## src/rtl/bus_arbiter.sv

```systemverilog
// Round-robin arbiter that multiplexes NREQ cache ports onto one RAM port.
// Handles one access at a time; completion is signalled by RAM ACCESS.
module bus_arbiter #(
  parameter int NREQ = 4,
  parameter int AW   = 32
) (
  input  logic                 CLK,
  input  logic                 nRST,
  input  logic [NREQ-1:0]      req_ren,
  input  logic [NREQ-1:0]      req_wen,
  input  logic [NREQ*AW-1:0]   req_addr,
  input  logic [NREQ*AW-1:0]   req_store,
  output logic [NREQ-1:0]      req_wait,
  output logic [AW-1:0]        req_load,
  output logic                 ramREN,
  output logic                 ramWEN,
  output logic [AW-1:0]        ramaddr,
  output logic [AW-1:0]        ramstore,
  input  logic [AW-1:0]        ramload,
  input  logic [1:0]           ramstate,
  output logic [1:0]           grant,
  output logic                 busy
);

  localparam logic [1:0] RAM_ACCESS = 2'd2;

  typedef enum logic {IDLE = 1'b0, GRANT = 1'b1} state_t;

  state_t     state_q, state_d;
  logic [1:0] grant_q, grant_d;
  logic [1:0] rr_ptr_q, rr_ptr_d;

  logic [NREQ-1:0] active;
  logic [AW-1:0]   addr_arr  [NREQ];
  logic [AW-1:0]   store_arr [NREQ];
  logic [1:0]      winner;
  logic            any_active;

  genvar gi;
  generate
    for (gi = 0; gi < NREQ; gi++) begin : g_unpack
      assign active[gi]    = req_ren[gi] | req_wen[gi];
      assign addr_arr[gi]  = req_addr[gi*AW +: AW];
      assign store_arr[gi] = req_store[gi*AW +: AW];
    end
  endgenerate

  assign any_active = |active;

  // First active index at or above rr_ptr, wrapping through the 2-bit space.
  always_comb begin
    logic       found;
    logic [1:0] cand;
    winner = rr_ptr_q;
    found  = 1'b0;
    for (int off = 0; off < NREQ; off++) begin
      cand = rr_ptr_q + 2'(off);
      if (!found && active[cand]) begin
        winner = cand;
        found  = 1'b1;
      end
    end
  end

  always_ff @(posedge CLK or negedge nRST) begin
    if (!nRST) begin
      state_q  <= IDLE;
      grant_q  <= 2'd0;
      rr_ptr_q <= 2'd0;
    end else begin
      state_q  <= state_d;
      grant_q  <= grant_d;
      rr_ptr_q <= rr_ptr_d;
    end
  end

  always_comb begin
    state_d  = state_q;
    grant_d  = grant_q;
    rr_ptr_d = rr_ptr_q;
    case (state_q)
      IDLE: begin
        if (any_active) begin
          grant_d = winner;
          state_d = GRANT;
        end
      end
      GRANT: begin
        // A withdrawn request aborts without advancing the pointer.
        if (!active[grant_q]) begin
          state_d = IDLE;
        end else if (ramstate == RAM_ACCESS) begin
          state_d  = IDLE;
          rr_ptr_d = grant_q + 2'd1;
        end
      end
      default: state_d = IDLE;
    endcase
  end

  always_comb begin
    ramREN   = 1'b0;
    ramWEN   = 1'b0;
    req_wait = active;
    if (state_q == GRANT) begin
      if (req_wen[grant_q]) begin
        ramWEN = 1'b1;
      end else if (req_ren[grant_q]) begin
        ramREN = 1'b1;
      end
      if (ramstate == RAM_ACCESS) begin
        req_wait[grant_q] = 1'b0;
      end
    end
  end

  assign ramaddr  = addr_arr[grant_q];
  assign ramstore = store_arr[grant_q];
  assign req_load = ramload;
  assign grant    = grant_q;
  assign busy     = (state_q == GRANT);

endmodule

```

## config.mk

```make
export PLATFORM = sky130hd
export DESIGN_NAME = bus_arbiter
export DESIGN_NICKNAME = d
export VERILOG_FILES = /design/src/rtl/bus_arbiter.sv
export SDC_FILE = /design/constraint.sdc
export NUM_CORES = 1
export LEC_CHECK = 0
export BUFFER_PORTS_ARGS = -buffer_cell sky130_fd_sc_hd__buf_2
export CORE_AREA = 4 4 156 158
export CTS_CLUSTER_DIAMETER = 150
export DETAILED_ROUTE_END_ITERATION = 8
export DIE_AREA = 0 0 160 162
export PLACE_DENSITY = 0.36
export SLEW_MARGIN = 20
export SYNTH_ARGS = -nofsm -noshare
export SYNTH_HDL_FRONTEND = slang
export SYNTH_SLANG_ARGS = --single-unit
```

## constraint.sdc

```tcl
create_clock -name CLK -period 1.8 [get_ports CLK]
set_input_delay 0 -clock CLK [delete_from_list [all_inputs] [get_ports CLK]]
set_output_delay 0 -clock CLK [all_outputs]
set_load 0.01 [all_outputs]
```

==> out/metrics.sh, run 1 <==
REMAINING_ROUTING_DRC_VIOLATIONS=0
GRT_FIRST_PASS_WIRELENGTH_UM=19800
REG2REG_SETUP_SLACK_NS=0.19
TRITONCTS='done'
SYNTH-SEQ-AREA-SHARE=0.0562
INITIAL_UTILIZATION=0.0963
VIA_COUNT=2904
PLACE_HPWL_UM=11900
IO_BUFFERS=340
TIGHTESTPINTRANSITION_NS=0.481
HOLD_VIOL=0
DIE_WIDTH_UM=160
CLKSINKCOUNT=5
YOSYSWARNINGS=0
STATUS='complete, no violations'
CTS_MADE_BUFFERS=3
WORSTPATHARRIVAL_NS=1.74
PD_CELLS_nW_PER_UM2=1190
CTS-ROOT-BUF='sky130_fd_sc_hd__clkbuf_16'
ANTENNA_VIOLATIONS_BEFORE_REPAIR=1
GR-USAGE-ALL-LAYERS=0.0961
PIN_COUNT_OF_THE_BIGGEST_NET_ENTERING_GLOBAL_ROUTING=71
CTS_RESIZED=0
CTS-ROOT-TO-SINK-BUFFERS=2
GRT_SETUP_UNREPAIRED='false'
FINAL_NETS=777
CRITPATHKIND='flip-flop to primary output'
POSTSYNTHCELLCOUNT=160
POST_SYNTH_NUM_CELL_TYPES=27
DRT_PRE_ANTENNA_ITERS=4
POST_ROUTE_CELLS_DRIVE_ABOVE_1_SHARE=0.909
WORST-PATH-MAX-FANOUT=10
SKEW_NS=0.00211
SYNTH_NET_COUNT=464
CORE_REGION_AREA_SQ_UM=23100
CP_DATA_REQUIRED_TIME_NS=1.80
CRIT_BUF_INV=2
DIE-AREA_SQ_UM=25900
FINAL-MAX-SLEW-VIOLATION-COUNT=0
P_TOTAL_uW=5040
CP-END-KIND='primary output'
LAYOUT_WORST_PATH_CYCLE_SHARE=0.965
WORST_HOLD_CHECK_PATH_TYPE='primary input to primary output'
FINALSETUPVIOLATIONS=0
MAX-VDD-IR-DROP_mV=0.738
N_ANTENNA_CELL=0
CLK-INSERTION-DELAY-LATE_NS=0.23
CP_CELL_SEQUENCE='bufbuf_16 > mux4_2 > buf_2'
P_LEAK_uW=0.00205
FP-ROW-COUNT=56
GPL.FINAL_WEIGHTED_CONGESTION=0.789
FILLER_CELL_COUNT=2633
GR-TOTAL-OVERFLOW=0
POSTROUTEANTENNANETS=0
MAXCAPVIOLCOUNT=0
POST-ROUTE-MIN-PERIOD_NS=1.74
GRT_PASS1_VIAS=3264
SYNTH-SEQ-CELLS=5
DIE_HEIGHT_UM=162
CLK_PIN_SLEW_NS=0.03
SETUP_TOTAL_NEGATIVE_SLACK_NS=0
CTS_MAX_LEVEL=1
MAX_FREQ_MHz=575
DRT-VIAS-PER-INSTANCE=3.81
NORMALIZED_MAX_SLEW_MARGIN=0.678
START_KIND='flip-flop'
NUMBER_OF_I_O_PINS=405
CPPEAKSTAGEDELAY_NS=0.55
FIRST_ITER_VIOLATIONS=121
SYN_AVG_CELL_AREA_SQ_UM=13.9
WORST_PATH_MAX_DELAY_CELL='sky130_fd_sc_hd__mux4_2'
ROUTE.DETAILED.WL_PER_INST_UM=17.9
ROUTE.FINAL.WIRE_LENGTH_UM=13600
MAPPEDNETLISTAREA_SQ_UM=2230
SYNTHTOLAYOUTAREAGROWTH_PCT=89.8
CP_TOP_FAMILY='multiplexers'
==> cell usage after synthesis, drive strengths merged <==
| cell | count | share of area |
|---|---|---|
| a21boi | 1 | 0.0034 |
| o211ai | 1 | 0.0034 |
| nand3 | 1 | 0.0022 |
| and3b | 1 | 0.0039 |
| a221oi | 1 | 0.0039 |
| a22o | 1 | 0.0039 |
| dfrtp | 5 | 0.056 |
| a41o | 1 | 0.0045 |
| inv | 5 | 0.0084 |
| nor2 | 8 | 0.016 |
| mux2 | 2 | 0.010 |
| buf | 47 | 0.15 |
| and2 | 1 | 0.0028 |
| nand2 | 2 | 0.0034 |
| mux4 | 67 | 0.68 |
| a2bb2oi | 1 | 0.0039 |
| ha | 4 | 0.022 |
| o31ai | 1 | 0.0034 |
| a21oi | 5 | 0.011 |
| o21ai | 4 | 0.0090 |
| o32ai | 1 | 0.0039 |
==> kinds of logic after synthesis <==
| group | after synthesis | share of synthesized area |
|---|---|---|
| flip-flops | 5 | 0.0562 |
| adder cells (fa/ha/maj) | 4 | 0.0225 |
| buffers and inverters | 52 | 0.155 |
| multiplexers | 69 | 0.688 |
| AND/OR/NAND/NOR | 13 | 0.0281 |
| AO/OA/AOI/OAI | 17 | 0.0506 |
==> power breakdown <==
part	switching [uW]	leakage, uW	internal, uW
sequential	88.0	0.0000569	179
clock	70.6	0.0000382	293
combinational	1990	0.00195	2410
==> sequential cells by signal, indices dropped and copies added (netlist names) <==
signal / flops
rr_ptr_q: 2
busy: 1
grant: 2
==> layer usage <==
layer / track usage / part of all wire
met5: 0 / 0.00095
met4: 0.0145 / 0.0068
met3: 0.0244 / 0.078
met2: 0.178 / 0.53
met1: 0.115 / 0.39
==> through the flow <==
stage	hold slack [ns]	std cells	utilization	setup WS, ns	cell area (sq um)
floorplan	-0.296	160	-	0.0691	2230
global placement	-0.167	755	0.177	0.203	4100
detailed placement	-0.170	755	0.177	0.200	4100
CTS	0.0000686	762	0.183	0.0328	4230
global route	0.0000150	762	0.183	0.00368	4230
finish	0.00000390	762	0.183	0.0624	4230
==> layout make-up <==
cell class,count,area [sq um],share of cell area
repair buffers,355,1880,0.445
multi-input cells,103,1760,0.416
well taps,290,363,0.0858
flip-flops and latches,5,130,0.0308
clock buffers,4,78.8,0.0187
inverters,5,18.8,0.00444
==> layout by cell type, fill, tap and decap left out <==
cell,netlist,layout
sky130_fd_sc_hd__a21boi_0,1,1
sky130_fd_sc_hd__a21oi_1,5,5
sky130_fd_sc_hd__a221oi_1,1,1
sky130_fd_sc_hd__a22o_1,1,1
sky130_fd_sc_hd__a2bb2oi_1,1,1
sky130_fd_sc_hd__a41o_1,1,1
sky130_fd_sc_hd__and2_1,1,1
sky130_fd_sc_hd__and3b_1,1,1
sky130_fd_sc_hd__buf_12,0,3
sky130_fd_sc_hd__buf_2,9,340
sky130_fd_sc_hd__buf_4,35,10
sky130_fd_sc_hd__bufbuf_16,0,1
sky130_fd_sc_hd__clkbuf_1,0,1
sky130_fd_sc_hd__clkbuf_16,0,3
sky130_fd_sc_hd__dfrtp_1,5,3
sky130_fd_sc_hd__dfrtp_2,0,1
sky130_fd_sc_hd__dfrtp_4,0,1
sky130_fd_sc_hd__dlygate4sd3_1,0,1
sky130_fd_sc_hd__ha_1,4,4
sky130_fd_sc_hd__inv_1,4,4
sky130_fd_sc_hd__inv_2,1,1
sky130_fd_sc_hd__mux2_1,2,2
sky130_fd_sc_hd__mux4_2,67,67
sky130_fd_sc_hd__nand2_1,2,2
sky130_fd_sc_hd__nand3_1,1,1
sky130_fd_sc_hd__nor2_1,6,6
sky130_fd_sc_hd__nor2_2,2,2
sky130_fd_sc_hd__o211ai_1,1,1
sky130_fd_sc_hd__o21ai_0,3,3
sky130_fd_sc_hd__o21ai_1,1,1
sky130_fd_sc_hd__o31ai_1,1,1
sky130_fd_sc_hd__o32ai_1,1,1
==> what timing repair did <==
item | in CTS | in global routing
endpoints found under the setup margin | 5 | 0
hold buffers | 1 | 0
hold endpoints to repair | 5 | 0
setup buffers | 1 | 0
==> path summary, 6_finish.rpt <==
path / start / end / depth (start not counted)
setup / recovery: grant[0]$_DFFE_PN0P_ / ramstore[6] / 3
hold / removal: ramload[14] / req_load[14] / 0
setup reg to reg: grant[1]$_DFFE_PN0P_ / rr_ptr_q[1]$_DFFE_PN0P_ / 4
hold reg to reg: rr_ptr_q[0]$_DFFE_PN0P_ / rr_ptr_q[0]$_DFFE_PN0P_ / 1
max in group asynchronous: nRST / grant[0]$_DFFE_PN0P_ / 2
min in group asynchronous: nRST / busy$_DFF_PN0_ / 2
No activity file was read; power rests on OpenSTA's default activity.
==> run 2: changes to the inputs <==
BUFFER_PORTS_ARGS = -buffer_cell sky130_fd_sc_hd__clkbuf_2   (was -buffer_cell sky130_fd_sc_hd__buf_2)
==> run 2 against run 1 <==
Against the previous run:
- utilization is 0.45 points higher
- wire length down 2.6%
- die area unchanged
- clock-buffer cell count unchanged
- clock power about the same
- via count up 1.2%
==> out/metrics.sh, run 2 (same netlist as run 1, synthesis figures left out) <==
STATUS='complete, no violations'
IO_BUFFERS=340
FP-ROW-COUNT=56
MOSTFREQUENTLAYOUTCELLS='sky130_fd_sc_hd__clkbuf_2 (340), sky130_fd_sc_hd__mux4_2 (67), sky130_fd_sc_hd__buf_4 (19)'
CLKSINKCOUNT=5
TIGHTESTPINTRANSITION_NS=0.525
FINAL_NETS=788
WORST-PATH-MAX-FANOUT=21
MAX-VDD-IR-DROP_mV=0.975
TRITONCTS='done'
CLK_PIN_SLEW_NS=0.03
CP-END-KIND='primary output'
GR-TOTAL-OVERFLOW=0
PD_CELLS_nW_PER_UM2=1220
WORSTREGTOREGCELLS=4
GRT_FIRST_PASS_WIRELENGTH_UM=18900
ROUTE.DETAILED.WL_PER_INST_UM=17.2
INITIAL_UTILIZATION=0.0963
ANTENNA_VIOLATIONS_BEFORE_REPAIR=0
CP_DATA_REQUIRED_TIME_NS=1.80
MAX_FREQ_MHz=574
DRT-VIAS-PER-INSTANCE=3.80
REMAINING_ROUTING_DRC_VIOLATIONS=0
CORE_REGION_AREA_SQ_UM=23100
AREA.SEQUENTIAL_SQ_UM=133
SYNTHTOLAYOUTAREAGROWTH_PCT=94.5
CLK-INSERTION-DELAY-LATE_NS=0.23
N_ANTENNA_CELL=0
DIE_HEIGHT_UM=162
POSTROUTEANTENNANETS=0
DRT_PRE_ANTENNA_ITERS=4
CRITPATHKIND='flip-flop to primary output'
GPL.FINAL_WEIGHTED_CONGESTION=0.832
LAYOUT_WORST_PATH_CYCLE_SHARE=0.968
WORST_HOLD_CHECK_PATH_TYPE='primary input to primary output'
HOLD_VIOL=0
REG2REG_SETUP_SLACK_NS=0.09
START_KIND='flip-flop'
POST-ROUTE-MIN-PERIOD_NS=1.74
WORSTPATHARRIVAL_NS=1.74
GR-USAGE-ALL-LAYERS=0.0922
FINAL_UTIL=0.187
NUMBER_OF_I_O_PINS=405
MULTI_INPUT_GATE_AREA_SQ_UM=1760
GRT_PASS1_VIAS=3260
CRITPATHLAUNCH='grant[0]$_DFFE_PN0P_'
MAXCAPVIOLCOUNT=0
FINALSETUPVIOLATIONS=0
CTS_MADE_BUFFERS=3
FINAL-MAX-SLEW-VIOLATION-COUNT=0
LAYOUT_COMMONEST_CELL='sky130_fd_sc_hd__clkbuf_2'
WORSTREG2REGSTART='grant[1]$_DFFE_PN0P_'
PLACE_HPWL_UM=12100
P_LEAK_uW=0.00218
FILLER_CELL_COUNT=2617
WORST_HOLD_PATH.ENDPOINT='req_load[15]'
HOLD-PATH-CELL-COUNT=0
CTS-ROOT-TO-SINK-BUFFERS=2
HOLD_PATH_STARTPOINT='ramload[15]'
CTS-ROOT-BUF='sky130_fd_sc_hd__clkbuf_16'
NORMALIZED_MAX_SLEW_MARGIN=0.649
CTS_MAX_LEVEL=1
FIRST_ITER_VIOLATIONS=93
DIE_WIDTH_UM=160
POST_ROUTE_CELLS_DRIVE_ABOVE_1_SHARE=0.911
PIN_COUNT_OF_THE_BIGGEST_NET_ENTERING_GLOBAL_ROUTING=71
VIA_COUNT=2939
REGTOREGENDPOINT='rr_ptr_q[1]$_DFFE_PN0P_'
SETUP_TOTAL_NEGATIVE_SLACK_NS=0
SKEW_NS=0.00147
GRT_SETUP_UNREPAIRED='true'
ROUTE.FINAL.WIRE_LENGTH_UM=13300
DIE-AREA_SQ_UM=25900
-- run 2: changes by cell type in the layout (fill, tap and decap cells not counted), sizes merged --
| cell | before | now |
|---|---|---|
| clkbuf | 4 | 344 |
| buf | 353 | 25 |
| bufbuf | 1 | 0 |
-- run 2: area by class of cell --
cell class / instances / area share
inverter: 5 / 0.00433
timing repair buffer: 366 / 0.458
multi-input combinational: 103 / 0.406
clock buffer: 4 / 0.0182
tap: 290 / 0.0838
sequential: 5 / 0.0306
-- run 2: worst max-delay path by stage --
stage | endpoint | slack, ns | cells after the start
floorplan | rr_ptr_q[1]$_DFFE_PN0P_ | 0.07 | 6
global placement | rr_ptr_q[1]$_DFFE_PN0P_ | 0.12 | 4
global route | ramaddr[23] | -0.01 | 4
CTS | ramWEN | 0.02 | 4
finish | ramaddr[22] | 0.06 | 4
detailed placement | rr_ptr_q[1]$_DFFE_PN0P_ | 0.12 | 4
-- run 2: where the power goes --
group	switching [uW]	total, uW	leakage, uW	internal [uW]
logic	2070	4640	0.00209	2570
registers	90.1	274	0.0000568	184
clock network	70.2	363	0.0000382	293
-- run 2: worst max-delay path, cell delays in order, from the launching register on --
cell	delay, ns
sky130_fd_sc_hd__dfrtp_4	0.47
sky130_fd_sc_hd__buf_12	0.21
sky130_fd_sc_hd__buf_4	0.17
sky130_fd_sc_hd__mux4_2	0.51
sky130_fd_sc_hd__clkbuf_2	0.15
-- run 2: metal layers --
layer  wire length (um)  global-route usage
met1               5170               0.109
met2               6900               0.170
met3               1030              0.0249
met4                163              0.0133
met5                  0                   0
-- run 2: through the flow --
stage / hold WS (ns) / worst slack [ns] / total power (uW) / instance area (sq um) / instances
after floorplan: -0.296 / 0.0691 / 3060 / 2230 / 160
after global placement: -0.170 / 0.124 / 4930 / 4200 / 763
after detailed placement: -0.175 / 0.117 / 4900 / 4200 / 763
after CTS: 0.0000686 / 0.0225 / 5290 / 4290 / 768
after global routing: 0.0000150 / -0.0149 / 5660 / 4330 / 773
final: 0.00000390 / 0.0581 / 5280 / 4330 / 773
-- run 2: repair_timing --
action                                 CTS  global route
gates resized for setup                  0             1
setup endpoints to repair                0             8
buffers inserted                         0             5
endpoints found under the hold margin    5             0
hold buffers                             1             0
==> run 3: changes to the inputs <==
ABC_AREA = 1   (was unset)
PLACE_DENSITY = unset   (was 0.36)
==> run 3 against run 2 <==
Against the previous run:
- combinational power rose by 33%
- cell area rose by 5.2%
- sequential cell count did not move
- sequential share of layout area fell by 0.21 points
- global-route usage rose by 0.84 points
- synthesized cell count rose to 3.2 times the previous value
- cell count rose by 39%
- fmax barely moved
- worst setup slack got worse by 0.0012 ns
- power rose by 29%
==> out/metrics.sh, run 3 <==
DIE_HEIGHT_UM=162
INITIAL_UTILIZATION=0.115
SYNTH-EDFF-COUNT=0
TIMING.CRITICAL_PATH.DEPTH=5
DETAILEDPLACE.WORSTSLACK_NS=0.231
POWER.SHARE.CLOCK=0.055
SYNTHTOLAYOUTAREAGROWTH_PCT=72.1
CLKSINKCOUNT=5
CP_DATA_REQUIRED_TIME_NS=1.80
CP-END-KIND='primary output'
CTS_MAX_LEVEL=1
IO_BUFFERS=340
POWER.SHARE.COMBINATIONAL=0.899
SYNTH-SEQ-AREA-SHARE=0.0473
CTS-ROOT-BUF='sky130_fd_sc_hd__clkbuf_16'
STATUS='complete, no violations'
GRT_FIRST_PASS_WIRELENGTH_UM=21900
NORMALIZED_MAX_SLEW_MARGIN=0.734
FINAL-MAX-SLEW-VIOLATION-COUNT=0
SYNTH-ASYNC-RESET-RATIO=1.00
FINALSETUPVIOLATIONS=0
WORSTPATHARRIVAL_NS=1.74
DRT-VIAS-PER-INSTANCE=4.31
N_ANTENNA_CELL=0
POSTROUTEANTENNANETS=0
FINAL_CRITICAL_PATH_SETUP_SLACK_NS=0.0570
MAX-VDD-IR-DROP_mV=0.876
FINAL_NETS=1089
SYNTH_NET_COUNT=808
ROUTE.FINAL.WIRE_LENGTH_UM=15200
CRITPATHKIND='flip-flop to primary output'
GRT_SETUP_UNREPAIRED='true'
TRITONCTS='done'
TIGHTESTPINTRANSITION_NS=0.399
MAX_FREQ_MHz=574
CPPEAKSTAGEDELAY_NS=0.52
GRT_PASS1_VIAS=4319
FILLER_CELL_COUNT=2635
POWER.SEQUENTIAL.FRACTION=0.046
CTS.REPAIR_TIMING.SETUP_BUFFER_COUNT=0
CTS_MADE_BUFFERS=3
NUMBER_OF_I_O_PINS=405
DRT_PRE_ANTENNA_ITERS=5
GPL.FINAL_WEIGHTED_CONGESTION=0.889
POST_ROUTE_CELLS_DRIVE_ABOVE_1_SHARE=0.490
SYNTH.MOST_COMMON_CELL='sky130_fd_sc_hd__nor2_1'
POST_SYNTH_NUM_CELL_TYPES=28
CTS-ROOT-TO-SINK-BUFFERS=2
WORSTREGTOREGCELLS=11
SYNTH-SEQ-CELLS=5
LAYOUT_COMMONEST_CELL='sky130_fd_sc_hd__clkbuf_2'
PLACE_HPWL_UM=12300
FP-ROW-COUNT=56
INTPOWER_uW=2820
CLK_PIN_SLEW_NS=0.04
DIE-AREA_SQ_UM=25900
MOSTFREQUENTLAYOUTCELLS='sky130_fd_sc_hd__clkbuf_2 (340), sky130_fd_sc_hd__nor2_1 (135), sky130_fd_sc_hd__o21ai_0 (116)'
YOSYSWARNINGS=0
YOSYS-TOP-CELLS-COUNT='sky130_fd_sc_hd__nor2_1 (135), sky130_fd_sc_hd__o21ai_0 (116), sky130_fd_sc_hd__o22ai_1 (64), sky130_fd_sc_hd__nand2_1 (37), sky130_fd_sc_hd__buf_4 (33)'
CLK-INSERTION-DELAY-LATE_NS=0.23
MAPPEDNETLISTAREA_SQ_UM=2650
WORST_PATH_MAX_DELAY_CELL='sky130_fd_sc_hd__dfrtp_4'
POSTSYNTHCELLCOUNT=504
GR-TOTAL-OVERFLOW=0
PD_CELLS_nW_PER_UM2=1500
CP_TOP_FAMILY='buffers and inverters'
GR-USAGE-ALL-LAYERS=0.101
FIRST_ITER_VIOLATIONS=318
FINAL_CELLS=1074
CRIT_BUF_INV=3
NUMBER_OF_CELLS_IN_THE_DESIGN_AFTER_PLACEMENT=1068
FINAL_UTIL=0.197
POST-ROUTE-MIN-PERIOD_NS=1.74
VIA_COUNT=4624
ROUTE.DETAILED.WL_PER_INST_UM=14.1
WORST-PATH-MAX-FANOUT=68
WORST_HOLD_CHECK_PATH_TYPE='primary input to primary output'
LAYOUT_WORST_PATH_CYCLE_SHARE=0.968
P_LEAK_uW=0.00238
YS.FLOP_TYPE='sky130_fd_sc_hd__dfrtp_1'
CORE_REGION_AREA_SQ_UM=23100
PIN_COUNT_OF_THE_BIGGEST_NET_ENTERING_GLOBAL_ROUTING=69
ANTENNA_VIOLATIONS_BEFORE_REPAIR=0
REMAINING_ROUTING_DRC_VIOLATIONS=0
POWER.SHARE.SWITCHING=0.587
NETLIST.AREA_LEADER.SHARE=0.219
SKEW_NS=0.000450
SYNTHTOPCELLSBYAREA='sky130_fd_sc_hd__o21ai_0 (22%), sky130_fd_sc_hd__nor2_1 (19%), sky130_fd_sc_hd__o22ai_1 (15%), sky130_fd_sc_hd__buf_4 (9.4%), sky130_fd_sc_hd__nand2_1 (5.2%)'
START_KIND='flip-flop'
HOLD-PATH-CELL-COUNT=0
DIE_WIDTH_UM=160
CP_CELL_SEQUENCE='inv_4 > buf_16 > o21ai_0 > o22ai_1 > clkbuf_2'
NET_SWITCHING_POWER_uW=4010
HOLD_VIOL=0
MAXCAPVIOLCOUNT=0
SYNTH_TOP_CELL_BY_AREA='sky130_fd_sc_hd__o21ai_0'
SYN_AVG_CELL_AREA_SQ_UM=5.25
## run 3: cell types whose count changed after synthesis, moves of 5 or more
cell                       change
sky130_fd_sc_hd__nand2_2      +11
sky130_fd_sc_hd__a31oi_1       +5
sky130_fd_sc_hd__o21ai_1      +15
sky130_fd_sc_hd__o21ai_0     +113
sky130_fd_sc_hd__o22ai_1      +64
sky130_fd_sc_hd__nand3_1       +9
sky130_fd_sc_hd__nor2_1      +129
sky130_fd_sc_hd__nand2_1      +35
sky130_fd_sc_hd__clkbuf_1     +23
sky130_fd_sc_hd__buf_2        +10
sky130_fd_sc_hd__mux4_2       -67
## run 3: path summary, 6_finish.rpt
| check | from | end | slack (ns) |
|---|---|---|---|
| max | grant[0]$_DFFE_PN0P_ | ramstore[28] | 0.06 |
| min reg2reg | busy$_DFF_PN0_ | busy$_DFF_PN0_ | 0.73 |
| min in group asynchronous | nRST | grant[0]$_DFFE_PN0P_ | 0.14 |
| max in group asynchronous | nRST | grant[0]$_DFFE_PN0P_ | 1.49 |
| max reg2reg | rr_ptr_q[0]$_DFFE_PN0P_ | grant[0]$_DFFE_PN0P_ | 0.23 |
| min | ramload[30] | req_load[30] | 0.000004 |
## run 3: through the flow
stage	hold slack (ns)	total power [uW]	setup TNS (ns)	cell area (sq um)
2_1_floorplan	-0.296	4080	0	2650
3_3_place_gp	-0.171	6240	0	4420
3_5_place_dp	-0.166	6300	0	4420
4_1_cts	0.0000686	6710	0	4510
5_1_grt	0.0000159	7510	-0.00656	4560
6_report	0.00000393	6840	0	4560
## run 3: power by group through the flow
stage / logic (uW) / registers, uW / clock network (uW)
floorplan: 3840 / 239 / 0
global placement: 5930 / 310 / 0
detailed placement: 5990 / 315 / 0
CTS: 6010 / 313 / 382
global route: 6790 / 327 / 395
finish: 6150 / 312 / 377
## run 3: cell type report
type                            count  area, sq um  share of cell area
Clock inverter                      1         5.00             0.00110
Timing Repair Buffer              353         1900               0.416
Multi-Input combinational cell    414         2050               0.450
Tap cell                          290          363              0.0796
Sequential cell                     5          130              0.0286
Inverter                            8         37.5             0.00824
Clock buffer                        3         75.1              0.0165
## run 3: logic make-up (layout without fill, tap and decap cells)
family	after synthesis	in the layout	share of synthesized area
compound gates	207	207	0.431
simple gates	203	203	0.321
buf+inv	85	365	0.181
flops	5	5	0.0473
fa+ha+maj	4	4	0.0189
## run 3: timing repair
item	in CTS	in global routing
gates resized for setup	0	3
setup endpoints to repair	0	4
hold buffers	1	0
endpoints found under the hold margin	5	0
## run 3: per-layer routing
layer | track usage | part of all wire
met1 | 0.126 | 0.40
met3 | 0.0213 | 0.082
met4 | 0.0231 | 0.021
met5 | 0 | 0
met2 | 0.177 | 0.49
